`src/rtl/piso8_sequencer.sv`:
```
// piso8_sequencer
// Parallel-in/serial-out sequencer feeding a downstream 8:1 mux.
// It accepts a byte over a valid/ready handshake and holds it stable on
// hold_data. It then steps the 3-bit mux select once per shift_en cycle and
// flags the first and last bit of each word.
// A new word can be accepted on the same cycle the last bit is consumed, so
// a continuously fed stream runs at one bit per enabled cycle with no bubble.

module piso8_sequencer #(
    parameter bit MSB_FIRST = 1'b0
) (
    input  logic       clk,
    input  logic       rst_n,
    input  logic [7:0] in_data,
    input  logic       in_valid,
    output logic       in_ready,
    input  logic       shift_en,
    output logic [7:0] hold_data,
    output logic [2:0] sel,
    output logic       ser_out,
    output logic       ser_valid,
    output logic       ser_first,
    output logic       ser_last,
    output logic       busy,
    output logic [7:0] word_cnt
);

    typedef enum logic {
        IDLE  = 1'b0,
        SHIFT = 1'b1
    } state_t;

    // Select index of the first and last presented bit for the chosen order.
    localparam logic [2:0] START_SEL = MSB_FIRST ? 3'd7 : 3'd0;
    localparam logic [2:0] END_SEL   = MSB_FIRST ? 3'd0 : 3'd7;

    state_t     state_reg, state_next;
    logic [7:0] hold_reg,  hold_next;
    logic [2:0] sel_reg,   sel_next;
    logic [7:0] cnt_reg,   cnt_next;

    logic       shifting;
    logic       last_bit;
    logic       accept;
    logic [2:0] sel_step;
    logic [7:0] bit_match;

    assign shifting = (state_reg == SHIFT);
    assign last_bit = shifting & (sel_reg == END_SEL);

    // Ready in IDLE, or when the final bit is being consumed this cycle.
    assign in_ready = ~shifting | (last_bit & shift_en);
    assign accept   = in_valid & in_ready;

    assign sel_step = MSB_FIRST ? (sel_reg - 3'd1) : (sel_reg + 3'd1);

    // One-hot pick of the held bit addressed by sel. This mirrors the
    // downstream mux, so ser_out matches what the mux presents.
    generate
        for (genvar gi = 0; gi < 8; gi++) begin : g_bit_pick
            assign bit_match[gi] = hold_reg[gi] & (sel_reg == 3'(gi));
        end
    endgenerate

    assign ser_out   = shifting & (|bit_match);
    assign ser_valid = shifting;
    assign busy      = shifting;
    assign ser_first = shifting & (sel_reg == START_SEL);
    assign ser_last  = last_bit;

    assign hold_data = hold_reg;
    assign sel       = sel_reg;
    assign word_cnt  = cnt_reg;

    // Next-state: load on accept, step the select on enable, count finished words.
    always_comb begin
        state_next = state_reg;
        hold_next  = hold_reg;
        sel_next   = sel_reg;
        cnt_next   = cnt_reg;
        case (state_reg)
            IDLE: begin
                if (accept) begin
                    hold_next  = in_data;
                    sel_next   = START_SEL;
                    state_next = SHIFT;
                end
            end
            SHIFT: begin
                if (shift_en) begin
                    if (last_bit) begin
                        cnt_next = cnt_reg + 8'd1;
                        if (accept) begin
                            // Back-to-back reload: stay in SHIFT with no bubble.
                            hold_next = in_data;
                            sel_next  = START_SEL;
                        end else begin
                            state_next = IDLE;
                        end
                    end else begin
                        sel_next = sel_step;
                    end
                end
            end
            default: state_next = IDLE;
        endcase
    end

    // State registers; reset aborts any word in flight and clears everything.
    always_ff @(posedge clk or negedge rst_n) begin
        if (!rst_n) begin
            state_reg <= IDLE;
            hold_reg  <= 8'd0;
            sel_reg   <= 3'd0;
            cnt_reg   <= 8'd0;
        end else begin
            state_reg <= state_next;
            hold_reg  <= hold_next;
            sel_reg   <= sel_next;
            cnt_reg   <= cnt_next;
        end
    end

endmodule

```
`config.mk`:
```
export PLATFORM = sky130hd
export DESIGN_NAME = piso8_sequencer
export DESIGN_NICKNAME = d
export VERILOG_FILES = /design/src/rtl/piso8_sequencer.sv
export SDC_FILE = /design/constraint.sdc
export NUM_CORES = 1
export LEC_CHECK = 0
export CAP_MARGIN = 15
export CORE_UTILIZATION = 43
export CTS_CLUSTER_DIAMETER = 100
export DETAILED_ROUTE_END_ITERATION = 7
export PLACE_DENSITY_LB_ADDON = 0.1
export SLEW_MARGIN = 25
export SYNTH_ARGS = -nofsm -noshare
export SYNTH_HDL_FRONTEND = slang
export SYNTH_SLANG_ARGS = --single-unit
```
`constraint.sdc`:
```
create_clock -name clk -period 2.3 [get_ports clk]
set_input_delay 0.23 -clock clk [delete_from_list [all_inputs] [get_ports clk]]
set_output_delay 0.23 -clock clk [all_outputs]
set_load 0.02 [all_outputs]
```
==> results by group, run 1 <==
Power
  – Switching portion of total power: 39.1%
  – Lkg Pwr: 0.000691 uW
  – Proportion of power drawn by the clock network: 12.3%
  – Pint: 1020 uW
  – Worst ir drop on vdd: 0.938 mV
  – Combinational power share: 52.0%
  – Sequential Power Share: 35.7%
  – PwrDens: 1150 nW/um^2
  – NetSw: 658 uW

Synthesis
  – Cells after Synth: 84
  – Synth unique cells: 32
  – Synthesized area per cell: 12.1 um^2
  – Area contributors post-synth: dfrtp_1, mux2_2, ha_1
  – Synth Cell Area: 1020 um^2
  – Synth area leader: dfrtp_1
  – Sequential area share after synthesis: 49.3%
  – Asr flop ratio synth: 100%
  – Seq cells post-synth: 20
  – Dominant synthesized flop cell: dfrtp_1
  – Synth cell count leaders: dfrtp_1, mux2_2, ha_1, nand2_1, xor2_1
  – Yosys warnings: 0
  – Share of the synthesized area in the top cell type: 49.3%
  – Most frequent cell after synthesis: dfrtp_1
  – Syn Nets: 103
  – Post-synth EDFFs: 0

Global route
  – Total congestion overflow: 0
  – Global-route wire length before repair: 3680 um
  – Antenna violations before repair: 0
  – Total global-route track usage: 19.5%
  – Largest net degree at the start of global routing: 21
  – Vias in the first global route: 825

Critical path
  – Cell mode on critical path: ha_1
  – Critical path endpoint category: primary output
  – Max incr delay on CP: 460 ps
  – Largest driver fanout on the critical path: 6
  – Slowest stage cell on the critical path: dfrtp_2
  – Worst EP arrival: 1950 ps
  – Reg2reg start: sel[0]
  – R2R cell count: 6
  – Worst EP required: 2070 ps
  – Flop2flop setup slack: 330 ps
  – Worst flop-to-flop path endpoint: hold_data[6]
  – WS Path Type: flip-flop to primary output
  – Crit-path cells: ha_1 -> ha_1 -> a222oi_1 -> a21boi_0 -> clkdlybuf4s15_1
  – Startpoint types: flip-flop

Routing
  – Vias: 771
  – Routed WL: 2110 um
  – Vias per inst: 5.07
  – DRC: 0
  – Initial drt markers: 3
  – Post-route ant nets: 0
  – DRT Pass-1 Iters: 4
  – Mean routed wirelength per cell: 13.9 um

STA
  – Setup TNS: 0 ps
  – RSZ-0062 raised after global routing: false
  – Pins Over Slew Limit: 0
  – # setup viols final: 0
  – Skew final: 0.557 ps
  – Least-Margin Pin Slew: 351 ps
  – Minimum clock period: 2180 ps
  – Hold_ws: 257 ps
  – Fmax: 0.459 GHz
  – Final hold violations: 0
  – Final Cycle Share: 94.6%
  – Relative slew slack: 76.6%

Layout
  – Syn-to-layout area delta: 43.2%
  – Final instance area: 1460 um^2
  – # nets final: 144
  – # fillers: 177
  – Layout cells sized above 1: 18.5%
  – Diodes inserted: 0

Place
  – Port bufs: 36
  – Post-DP Area: 1410 um^2
  – Final GP Congestion: 0.808
  – Detail Placement HPWL: 1520 um

Floorplan
  – Die Height: 50.6 um
  – Total die area: 2560 um^2
  – Die Width: 50.6 um
  – Row count: 17
  – Core area: 2210 um^2
  – Io pins: 37
  – Initial cell density of the core: 45.9%

Clocking
  – Root buffer cell: clkbuf_4
  – H-tree Lvls: 1
  – Resize count post-CTS: 2
  – Worst-path clk slew: 110 ps
  – CTS tree: done
  – CTS Sinks: 20
  – Hold-fix buffers, CTS: 0
  – Post-CTS Repair Setup Buffers: 0
  – CTS buffer count: 3
  – Clk buf depth: 2
  – Clk_lat worst skew: 300 ps

Outcome
  – Outcome: complete, no violations

Hold path
  – Hold Path Class: input port to async pin

Job
  – Maxcap violations: 0
critical path, delay by kind of cell, from the launching register on:
kind            cells  cell delay (ps)
compound gates      2              440
fa+ha+maj           2              440
buf+inv             1              300
flops               1              460
cell type report:
class	instances	area (um^2)	area share (%)
Clock buffer	4	36.3	2.49
Tap cell	28	35.0	2.41
Timing Repair Buffer	39	387	26.6
Sequential cell	20	502	34.5
Inverter	4	15.0	1.03
Multi-Input combinational cell	57	480	33.0
logic make-up after synthesis:
kind of cell / synth area share [%]
multiplexers: 9.98
AO/OA/AOI/OAI: 9.85
XOR/XNOR: 6.03
buffers and inverters: 3.45
AND/OR/NAND/NOR: 12.8
adder cells (fa/ha/maj): 8.62
flip-flops: 49.3
power groups by stage:
stage	Combinational (uW)	Clock, uW	Sequential [uW]
finish	874	206	600
global route	941	224	620
CTS	880	213	600
detailed placement	886	0	604
global placement	877	0	598
floorplan	354	0	718
cell usage in the layout, fill, tap and decap left out, types with 3 or more instances in the layout:
| master | netlist | routed |
|---|---|---|
| dfrtp_1 | 20 | 19 |
| inv_1 | 4 | 4 |
| clkbuf_4 | 0 | 3 |
| a22o_1 | 3 | 3 |
| buf_4 | 2 | 3 |
| ha_1 | 7 | 7 |
| mux2_2 | 9 | 9 |
| clkdlybuf4s50_1 | 0 | 32 |
| nand2_1 | 6 | 6 |
| xor2_1 | 5 | 5 |
per-layer routing:
metal  vias to the layer above  wire length [um]  global-route usage (%)
met5                         -                 0                       0
met4                         0                13                    6.94
met3                         2                83                    3.03
met2                        24              1010                    33.8
met1                       369              1010                    24.5
li1                        376                 -                       -
worst max-delay path by stage:
stage,from,endpoint,slack (ps),cells after the start
2_1_floorplan,sel[0],hold_data[0],350,6
3_3_place_gp,sel[0],ser_out,240,5
3_5_place_dp,sel[0],ser_out,200,5
4_1_cts,sel[0],ser_last,2,5
5_1_grt,sel[0],ser_out,3,5
6_report,sel[0],ser_out,120,5
stage by stage:
| stage | std cells | total power, uW | util [%] | setup slack (ps) |
|---|---|---|---|---|
| CTS | 152 | 1690 | 65.4 | 2.48 |
| detailed placement | 148 | 1490 | 63.9 | 196 |
| finish | 152 | 1680 | 65.8 | 124 |
| floorplan | 84 | 1070 | - | 352 |
| global placement | 148 | 1480 | 63.9 | 237 |
| global route | 152 | 1790 | 65.8 | 3.21 |
No activity file was read; power rests on OpenSTA's default activity.
==> inputs of run 2 (changes only) <==
PLACE_DENSITY = 0.78   (was default)
PLACE_DENSITY_LB_ADDON = default   (was 0.1)
==> run 2 against run 1 <==
Against the previous run:
- final cell count is 0.66% lower
- fmax shrank 0.58%
- flip-flop and latch count stayed put
==> results by group, run 2 (same netlist as run 1, synthesis figures left out) <==
Outcome
  – Outcome: complete, no violations

Clocking
  – CTS buffer count: 3 (unchanged)
  – CTS Sinks: 20 (unchanged)
  – Worst-path clk slew: 110 ps (about the same)
  – H-tree Lvls: 1 (unchanged)
  – Clk buf depth: 2 (unchanged)
  – CTS tree: done
  – Root buffer cell: clkbuf_4
  – Clk_lat worst skew: 300 ps (about the same)
  – Hold-fix buffers, CTS: 0 (unchanged)

STA
  – Minimum clock period: 2190 ps (+12.6 ps)
  – Skew final: 4.15 ps (+3.60 ps)
  – Relative slew slack: 77.8% (+1.2 points)
  – Setup TNS: 0 ps (unchanged)
  – # setup viols final: 0 (unchanged)
  – Final Cycle Share: 95.2% (+0.55 points)
  – Pins Over Slew Limit: 0 (unchanged)
  – Hold_ws: 260 ps (+3.46 ps)
  – Fmax: 0.457 GHz (-0.58%)
  – Final hold violations: 0 (unchanged)
  – Least-Margin Pin Slew: 332 ps (-18.3 ps)
  – RSZ-0062 raised after global routing: false

Routing
  – Post-route ant nets: 0 (unchanged)
  – DRC: 0 (unchanged)
  – Routed WL: 2100 um (-0.33%)
  – Vias per inst: 5.19 (+2.2%)
  – DRT Pass-1 Iters: 4 (unchanged)
  – Initial drt markers: 14 (+11)
  – Mean routed wirelength per cell: 13.9 um (+0.33%)
  – Vias: 783 (+1.6%)

Power
  – Lkg Pwr: 0.000687 uW (-0.69%)
  – Final total power: 1670 uW (-0.63%)
  – Worst ir drop on vdd: 0.802 mV (-14%)
  – PwrDens: 1150 nW/um^2 (-0.12%)

Floorplan
  – Initial cell density of the core: 45.9% (unchanged)
  – Core area: 2210 um^2 (unchanged)
  – Die Width: 50.6 um (unchanged)
  – Total die area: 2560 um^2 (unchanged)
  – Row count: 17 (unchanged)
  – Die Height: 50.6 um (unchanged)
  – Io pins: 37 (unchanged)

Critical path
  – Max incr delay on CP: 460 ps (about the same)
  – R2R cell count: 6 (unchanged)
  – Worst flop-to-flop path endpoint: hold_data[0]
  – Startpoint types: flip-flop
  – Worst EP arrival: 1960 ps (about the same)
  – Largest driver fanout on the critical path: 6 (unchanged)
  – CP top delay family: flip-flops
  – Crit-path cells: ha_1 -> ha_1 -> a222oi_1 -> a21boi_0 -> dlygate4sd2_1
  – Reg2reg start: sel[0]
  – WS Path Type: flip-flop to primary output
  – Flop2flop setup slack: 350 ps (+20 ps)
  – Buffers plus inverters on the worst setup path: 1 (unchanged)
  – Critical path endpoint category: primary output
  – Slowest stage cell on the critical path: dfrtp_2
  – Worst EP required: 2070 ps (about the same)
  – Cell mode on critical path: ha_1

Global route
  – Total congestion overflow: 0 (unchanged)
  – Total global-route track usage: 18.4% (-1.1 points)
  – Vias in the first global route: 775 (-6.1%)
  – Global-route wire length before repair: 3490 um (-5.1%)
  – Antenna violations before repair: 0 (unchanged)
  – Largest net degree at the start of global routing: 21 (unchanged)

Layout
  – # fillers: 197 (+11%)
  – # nets final: 143 (-0.69%)
  – Layout cells sized above 1: 18.7% (+0.15 points)
  – Diodes inserted: 0 (unchanged)
  – Commonest non-fill, non-tap cell in the layout: clkdlybuf4s50_1
  – Most frequent cells in the layout: clkdlybuf4s50_1, dfrtp_1, mux2_2
  – Syn-to-layout area delta: 42.5%

Job
  – Maxcap violations: 0 (unchanged)

Place
  – Detail Placement HPWL: 1590 um (+4.3%)
  – Port bufs: 36 (unchanged)
  – Final GP Congestion: 0.862 (+6.7%)

Hold path
  – Hold Path Class: input port to async pin
-- run 2: layout make-up --
type	count	area [um^2]	area share (%)
clock buffers	4	36.3	2.51
inverters	4	15.0	1.04
multi-input cells	57	480	33.2
flip-flops and latches	20	503	34.7
well taps	28	35.0	2.42
repair buffers	38	378	26.1
-- run 2: worst max path at each step --
stage / from / end / cells after the start
after floorplan: sel[0] / hold_data[0] / 6
after global placement: sel[0] / ser_out / 5
after detailed placement: sel[0] / ser_out / 6
after CTS: sel[0] / ser_last / 5
after global routing: sel[0] / ser_out / 5
final: sel[0] / ser_out / 5
-- run 2: worst reg2reg max path: stages (launching register included) --
cell and delay (ps):
dfrtp_2 460, ha_1 230, ha_1 190, buf_4 160, a21bo_2 230, nand2_2 190, mux2_2 370
-- run 2: metrics by stage --
stage | area, um^2 | setup slack, ps | utilization (%) | cells
6_report | 1450 | 111 | 65.4 | 151
5_1_grt | 1450 | 4.22 | 65.4 | 151
4_1_cts | 1440 | 2.50 | 65.1 | 151
3_5_place_dp | 1410 | 205 | 63.6 | 147
3_3_place_gp | 1410 | 240 | 63.6 | 147
2_1_floorplan | 1020 | 352 | - | 84
-- run 2: power breakdown --
part / internal [uW] / total (uW) / switching [uW]
Combinational: 452 / 870 / 418
Sequential: 471 / 599 / 128
Clock: 96.5 / 200 / 104
-- run 2: routing by layer --
layer / routed length, um / vias to the layer above / part of all wire, % / global-route usage, %
met5: 0 / - / 0 / 0
met3: 108 / 4 / 5.1 / 3.94
met1: 904 / 375 / 43 / 22.8
met2: 1070 / 30 / 51 / 31.1
li1: - / 374 / - / -
met4: 23 / 0 / 1.1 / 6.94
-- run 2: what timing repair did --
action	in CTS	in global routing
resized for setup	2	4
buffers inserted	0	0
endpoints found under the setup margin	2	3
hold endpoints to repair	0	0
